### config.mk
export PLATFORM = sky130hd
export DESIGN_NAME = qspi_psram_target
export DESIGN_NICKNAME = d
export VERILOG_FILES = /design/src/rtl/qspi_psram_target.sv
export SDC_FILE = /design/constraint.sdc
export NUM_CORES = 1
export LEC_CHECK = 0
export BUFFER_PORTS_ARGS = -buffer_cell sky130_fd_sc_hd__buf_2
export CAP_MARGIN = 5
export CELL_PAD_IN_SITES_DETAIL_PLACEMENT = 1
export CELL_PAD_IN_SITES_GLOBAL_PLACEMENT = 1
export CORE_ASPECT_RATIO = 0.7
export CORE_MARGIN = 1
export CORE_UTILIZATION = 44
export CTS_BUF_LIST = sky130_fd_sc_hd__clkbuf_16
export DETAILED_ROUTE_END_ITERATION = 6
export GPL_TIMING_DRIVEN = 0
export PLACE_DENSITY = 0.79
export SLEW_MARGIN = 5
export SYNTH_ARGS = -nofsm -noshare
export SYNTH_HDL_FRONTEND = slang
export SYNTH_SLANG_ARGS = --single-unit
### constraint.sdc
create_clock -name clk -period 2.15 [get_ports clk]
set_input_delay 0.1075 -clock clk [delete_from_list [all_inputs] [get_ports clk]]
set_output_delay 0.1075 -clock clk [all_outputs]
set_load 0.01 [all_outputs]
### src/rtl/qspi_psram_target.sv
// Quad-mode PSRAM responder: oversamples the QSPI bus on clk and maps
// 0x35/0xEB/0x38/0xF5 transactions onto a synchronous word memory port.
module qspi_psram_target #(
    parameter int ASZ      = 22,
    parameter int DSZ      = 16,
    parameter int RD_LAT   = 2,
    parameter int WAIT_CYC = 6
) (
    input  logic           clk,
    input  logic           reset,
    input  logic           qspi_sck,
    input  logic           qspi_ncs,
    input  logic [3:0]     qspi_data_in,
    output logic [3:0]     qspi_data_out,
    output logic           qspi_data_out_en,
    output logic           quad_mode,
    output logic [ASZ-1:0] mem_addr,
    output logic [DSZ-1:0] mem_wdata,
    output logic           mem_we,
    output logic           mem_re,
    input  logic [DSZ-1:0] mem_rdata
);
    localparam int NIB = DSZ / 4;
    localparam int WSZ = DSZ - 4;

    typedef enum logic [2:0] {
        IDLE, SPI_CMD, CMD, ADDR, WAIT, RDATA, WDATA, IGNORE
    } state_t;

    state_t         state;
    logic [1:0]     sck_s, ncs_s;
    logic [3:0]     d_s0, d_s1;
    logic           sck_d, ncs_d;
    logic [6:0]     cmd;
    logic [ASZ-1:0] addr_sh;
    logic [WSZ-1:0] wshift;
    logic [DSZ-1:0] rbuf, oshift;
    logic [7:0]     cnt;
    logic [3:0]     rd_wait;
    logic           is_read;
    logic           sck_rise, sck_fall, ncs_fall;

    assign sck_rise = sck_s[1] & ~sck_d;
    assign sck_fall = ~sck_s[1] & sck_d;
    assign ncs_fall = ~ncs_s[1] & ncs_d;

    always_ff @(posedge clk) begin
        if (reset) begin
            sck_s <= '0; ncs_s <= '0; d_s0 <= '0; d_s1 <= '0;
            sck_d <= 1'b0; ncs_d <= 1'b0;
            state <= IDLE;
            cmd <= '0; addr_sh <= '0; wshift <= '0; rbuf <= '0; oshift <= '0;
            cnt <= '0; rd_wait <= '0; is_read <= 1'b0;
            quad_mode <= 1'b0;
            qspi_data_out <= '0; qspi_data_out_en <= 1'b0;
            mem_addr <= '0; mem_wdata <= '0; mem_we <= 1'b0; mem_re <= 1'b0;
        end else begin
            sck_s <= {sck_s[0], qspi_sck};
            ncs_s <= {ncs_s[0], qspi_ncs};
            d_s0  <= qspi_data_in;
            d_s1  <= d_s0;
            sck_d <= sck_s[1];
            ncs_d <= ncs_s[1];
            mem_we <= 1'b0;
            mem_re <= 1'b0;
            // rd_wait == 1 marks the clk on which mem_rdata is RD_LAT clk past mem_re
            if (rd_wait != 4'd0) rd_wait <= rd_wait - 4'd1;
            if (rd_wait == 4'd1) rbuf <= mem_rdata;
            if (mem_we) mem_addr <= mem_addr + ASZ'(1);

            if (ncs_s[1]) begin
                state <= IDLE;
                qspi_data_out_en <= 1'b0;
                cnt <= '0; cmd <= '0; addr_sh <= '0; wshift <= '0; oshift <= '0;
                rd_wait <= '0;
            end else begin
                case (state)
                    IDLE: if (ncs_fall) begin
                        state <= quad_mode ? CMD : SPI_CMD;
                        cnt <= '0;
                    end
                    SPI_CMD: if (sck_rise) begin
                        cmd <= {cmd[5:0], d_s1[0]};
                        if (cnt == 8'd7) begin
                            if ({cmd, d_s1[0]} == 8'h35) quad_mode <= 1'b1;
                            state <= IGNORE;
                        end else cnt <= cnt + 8'd1;
                    end
                    CMD: if (sck_rise) begin
                        cmd <= {cmd[2:0], d_s1};
                        if (cnt == 8'd1) begin
                            cnt <= '0;
                            case ({cmd[3:0], d_s1})
                                8'hEB: begin is_read <= 1'b1; state <= ADDR; end
                                8'h38: begin is_read <= 1'b0; state <= ADDR; end
                                8'hF5: begin quad_mode <= 1'b0; state <= IGNORE; end
                                default: state <= IGNORE;
                            endcase
                        end else cnt <= cnt + 8'd1;
                    end
                    ADDR: if (sck_rise) begin
                        addr_sh <= ASZ'({addr_sh, d_s1});
                        if (cnt == 8'd5) begin
                            cnt <= '0;
                            mem_addr <= ASZ'({addr_sh, d_s1});
                            if (is_read) begin
                                mem_re  <= 1'b1;
                                rd_wait <= 4'(RD_LAT + 1);
                                state   <= WAIT;
                            end else state <= WDATA;
                        end else cnt <= cnt + 8'd1;
                    end
                    WAIT: if (sck_rise) begin
                        if (cnt == 8'(WAIT_CYC - 1)) begin
                            cnt <= '0;
                            state <= RDATA;
                        end else cnt <= cnt + 8'd1;
                    end
                    RDATA: if (sck_fall) begin
                        qspi_data_out_en <= 1'b1;
                        // cnt == 0 is the first nibble of a word: take it from the read buffer
                        if (cnt == 8'd0) begin
                            qspi_data_out <= rbuf[DSZ-1 -: 4];
                            oshift <= {rbuf[DSZ-5:0], 4'b0};
                        end else begin
                            qspi_data_out <= oshift[DSZ-1 -: 4];
                            oshift <= {oshift[DSZ-5:0], 4'b0};
                        end
                        if (cnt == 8'(NIB - 1)) begin
                            cnt <= '0;
                            mem_addr <= mem_addr + ASZ'(1);
                            mem_re <= 1'b1;
                            rd_wait <= 4'(RD_LAT + 1);
                        end else cnt <= cnt + 8'd1;
                    end
                    WDATA: if (sck_rise) begin
                        wshift <= WSZ'({wshift, d_s1});
                        if (cnt == 8'(NIB - 1)) begin
                            cnt <= '0;
                            mem_wdata <= {wshift, d_s1};
                            mem_we <= 1'b1;
                        end else cnt <= cnt + 8'd1;
                    end
                    IGNORE: ;
                    default: state <= IDLE;
                endcase
            end
        end
    end
endmodule

# Word level (Yosys, flattened, before mapping)
# Index checks and enable logic that the tools add are counted.
# classes
n_eq_ne	30
order_cmp	0
shifts	0
n_mul	0
n_mux	57
n_reduce_logical	21
n_div	0
add_sub_neg	3
bitwise_logic	8
# ops
op	count
2-to-1 mux 22 bit	6
2-to-1 mux 8 bit	10
case mux 8 bit (6 select lines)	1
case mux 22 bit (2 select lines)	1
2-to-1 mux 3 bit	10
2-to-1 mux 4 bit	7
inequality test 2 bit (second input constant)	13
adder 22 x 1 -> 22 bit (second input constant)	1
equality test 8 x 3 -> 1 bit (second input constant)	2
equality test 8 x 6 -> 1 bit (second input constant)	2
equality test 8 bit (second input constant)	2
2-to-1 mux 16 bit	1
AND reduction 8 bit	2
case mux 3 bit (5 select lines)	1
2-to-1 mux 7 bit	2
case mux 7 bit (2 select lines)	1
2-to-1 mux 1 bit	11
AND reduction 10 bit	1
equality test 3 bit (second input constant)	3
adder 8 x 1 -> 8 bit (second input constant)	1
equality test 8 x 1 -> 1 bit (second input constant)	1
equality test 8 x 2 -> 1 bit (second input constant)	1
zero test 8 bit	1
case mux 4 bit (2 select lines)	1
20 further kinds	37
# word_totals
ramBits	0
in_bits	24
mem_bits_ro	0
latch_bits	0
mem_count	0
output_inout_bits	46
reg_bits	145

# Depth between registers and ports, before layout
# depth
ltp_word	6
depth_mapped	8
mapped_depth_nobuf	7

# Worst setup path after synthesis
# OpenSTA, ideal clock, no wires.
# synth_path
path_kind	reg-to-reg
startpoint	register mem_addr[0]
endpoint	register mem_addr[10]
t_arrival_ns	1.820
slack_ns	0.203
path_buffers	0
path_stages_with_launch	8
setup_ns	0.128
path_cell_list	dfxtp_1 ha_1 nand3_1 nor4_1 nand2_1 xnor2_1 a222oi_1 nor2_1
# synth_via
elab_chain_cells	6
# synth_lines
item	line_no	text
from (decl)	17	output logic [ASZ-1:0] mem_addr,
from (signal assigned)	69	if (mem_we) mem_addr <= mem_addr + ASZ'(1);
from (signal assigned)	105	mem_addr <= ASZ'({addr_sh, d_s1});
from (signal assigned)	131	mem_addr <= mem_addr + ASZ'(1);
adder 22 x 1 -> 22 bit (*)	69, 131	
2-to-1 mux 22 bit	69	
2-to-1 mux 22 bit, on equally long branches	129, 103	
2-to-1 mux 22 bit, on equally long branches	119, 101	
case mux 22 bit (2 select lines)	77	case (state)
2-to-1 mux 22 bit (*)	71	if (ncs_s[1]) begin
# Every way passes the cells marked *; elsewhere a longest branch is shown, timed or not.
# A chain may end at the register's enable or synchronous reset.

# Worst setup path in the final report
# layout_path
startpoint	register ncs_s[1]
endpoint	register mem_re
# layout_via
elab_chain_cells	1
# layout_lines
item	line_no	text
from (decl)	31	logic [1:0] sck_s, ncs_s;
from (signal assigned)	59	ncs_s <= {ncs_s[0], qspi_ncs};
OR reduction 2 bit (no source line)	n/a	
to (signal assigned)	56	mem_addr <= '0; mem_wdata <= '0; mem_we <= 1'b0; mem_re <= 1'b0;
to (signal assigned)	65	mem_re <= 1'b0;
to (signal assigned)	107	mem_re <= 1'b1;
to (decl)	20	output logic mem_re,
# No other way between the ends.

==> metrics.md <==
| Metric | Value |
|---|---|
| Prevailing post-synth register cell | `dfxtp_1` |
| Setup WS post-layout | `-30.7 ps` |
| Synth top area cells | `dfxtp_1, nand2_1, a21oi_1` |
| Post-synthesis cell type count | `77` |
| Pleak | `2.97 nW` |
| Min cycle time layout | `2180 ps` |
| Failing checks | `negative setup slack` |
| Status | `complete, but fails checks` |
| Placement row count | `36` |
| Worst Path Arrival | `2490 ps` |
| Share of layout cells above drive strength 1 | `21.8%` |
| Final Slew Violations | `0` |
| Via count | `6422` |
| Post-synth top cells | `nand2_1, dfxtp_1, a21oi_1, nor2_1, nand3_1` |
| Largest net degree at the start of global routing | `17` |
| Grt ovf | `0` |
| Number of routed nets with antenna violations | `0` |
| Worst hold slack | `351 ps` |
| Endpoint class of the critical path | `flop` |
| Clock-pin transition on the worst setup and hold timing paths | `60 ps` |
| Die Span Y | `104 um` |
| Final GP Congestion | `0.871` |
| Yosys reg bits | `141` |
| Syn Inst Count | `794` |
| Area Overhead vs Synth | `26.8%` |
| Synth Net Count | `824` |
| Top-count cell post-synth | `nand2_1` |
| First-pass GRT wire length | `34400 um` |
| Layout Skew | `6.55 ps` |
| Die W | `147 um` |
| Number of flops mapped to enable cells by yosys | `0` |
| CTS tree | `done` |
| Worst Path Max Fanout | `10` |
| Headroom to the max-slew limit | `51.4%` |
| Avg Inst Size Synth | `8.17 um2` |
| Layout Nets | `953` |
| Worst hold path depth | `3` |
| Core area | `14100 um2` |
| Most area-hungry cell type in the Yosys netlist | `dfxtp_1` |
| Startpoint Class | `flop` |
| H-tree depth | `4` |
| Worst reg2reg path depth | `5` |
| Placement Cell Area | `7060 um2` |
| Hpwl dp | `15100 um` |
| Synth Cell Area | `6480 um2` |
| Final Setup Violations | `7` |
| Fmax achieved | `459 MHz` |
| Slew @ Worst Pin | `729 ps` |
| Vias in the first global route | `6390` |
| Remaining DRCs | `0` |
| Final-report hold violation count | `0` |
| RSZ-0062 raised after global routing | `true` |
| Die area | `15200 um2` |
| Clock sinks | `141` |
| Tcrit/Tclk final | `101%` |
| Diode count | `0` |
| Sequential share of the synthesized area | `43.5%` |
| Maximum clock path buffer count | `2` |
| Routed wire per std cell | `19.8 um` |
| Synth warn | `0` |
| Boundary pin count | `70` |
| Tot GR Track Use | `28.9%` |
| Total routed wirelength | `22200 um` |
| Inserted Clock Buffers | `17` |
| Async S/R FF share, synth | `0%` |
| Number of DRC markers in iteration 0 | `355` |
| Worst hold-check path type | `in -> reg` |
| Initial Utilization | `45.8%` |
| Antenna violations before repair | `0` |
| WP data required | `2460 ps` |
| Max capacitance violation total | `0` |
| Pwr per Cell Area | `815 nW/um2` |
| Synth top area share | `43.5%` |
| Crit Path Category | `reg -> reg` |
| IO buf count | `68` |
| Vias/cell | `5.72` |
| Worst-Skew Late Latency | `430 ps` |
| Finished Cell Area | `8220 um2` |
| Root buf cell | `clkbuf_16` |
| DRT Pass-1 Iters | `4` |
| Max IR drop VDD | `0.594 mV` |
## metrics by stage
step	std cells	TNS, ps	total power [mW]	utilization (%)	setup WS (ps)
3_3_place_gp	1052	-23540	3.90	49.9	-655
5_1_grt	1123	-392	6.97	58.1	-43.3
4_1_cts	1108	-947	6.58	56.1	-105
6_report	1123	-64.9	6.70	58.1	-30.7
3_5_place_dp	1052	-24520	3.94	49.9	-667
2_1_floorplan	794	0	3.64	-	203
## cells by family (layout without fill, tap and decap cells)
group           Yosys count  in the layout  share of synthesized area (%)
buf+inv                  55            194                           4.17
compound gates          174            174                           17.9
mux                      10             10                           1.58
xor+xnor                 26             26                           3.51
flops                   141            141                           43.5
simple gates            382            382                           28.1
fa+ha+maj                 6              6                           1.16
## state kept, by name, summed over array words and instances, names as in the netlist, 2 cells and up
register,flops
d_s0,4
state,3
qspi_data_out,4
oshift,12
d_s1,4
mem_addr,22
mem_wdata,16
wshift,12
ncs_s,2
rd_wait,4
sck_s,2
addr_sh,18
cnt,8
cmd,7
rbuf,16
## repair_timing
item	4_1_cts	5_1_grt
hold buffers	22	0
pin swaps	3	17
resized for setup	27	50
gates cloned	0	1
setup endpoints to repair	90	78
buffers inserted	5	16
hold endpoints to repair	22	0
## power by group
part           switching (mW)  leakage, nW  internal (mW)
registers               0.129         1.15           2.75
logic                   0.763         1.59          0.466
clock network            1.16        0.235           1.44
## cells in the final DEF (no fill, tap or decap), types with 11 or more instances in the layout
| master | synthesis | layout |
|---|---|---|
| a21oi_1 | 80 | 77 |
| a22oi_1 | 16 | 15 |
| a311oi_1 | 12 | 12 |
| buf_2 | 8 | 75 |
| buf_4 | 2 | 25 |
| clkbuf_1 | 24 | 17 |
| clkbuf_16 | 0 | 17 |
| dfxtp_1 | 141 | 130 |
| dlygate4sd3_1 | 1 | 23 |
| inv_1 | 12 | 12 |
| nand2_1 | 192 | 192 |
| nand3_1 | 26 | 22 |
| nor2_1 | 64 | 58 |
| nor2b_1 | 23 | 18 |
| nor3_1 | 13 | 11 |
| o21ai_0 | 13 | 12 |
| xnor2_1 | 14 | 14 |
| xor2_1 | 12 | 12 |
## worst max-delay path, stage by stage, from the launching register on
cell      delay [ps]
dfxtp_1          540
clkbuf_2         370
or2_0            320
clkbuf_2         370
clkbuf_4         350
nor2_1           100
## worst paths after layout
path            start  endpoint  slack, ps
max          ncs_s[1]    mem_re        -30
min             reset  sck_s[1]        350
min reg2reg  sck_s[0]  sck_s[1]        450
max reg2reg  ncs_s[1]    mem_re        -30
## cell type report
class / count / area (um2)
Tap cell: 190 / 238
Inverter: 12 / 45.0
Timing Repair Buffer: 112 / 723
Buffer: 41 / 235
Clock buffer: 17 / 425
Multi-Input combinational cell: 598 / 3630
Fill cell: 1724 / 5920
Sequential cell: 141 / 2840
Clock inverter: 12 / 77.6
## metal layers
| layer | track usage, % | routed length, um | vias to the layer above | share of wire, % |
|---|---|---|---|---|
| li1 | - | - | 3023 | - |
| met1 | 41.1 | 10600 | 3212 | 48 |
| met2 | 44.6 | 10200 | 163 | 46 |
| met3 | 5.46 | 1070 | 24 | 4.8 |
| met4 | 7.58 | 265 | 0 | 1.2 |
| met5 | 0 | 0 | - | 0 |
Power figures use the tool's default switching activity.
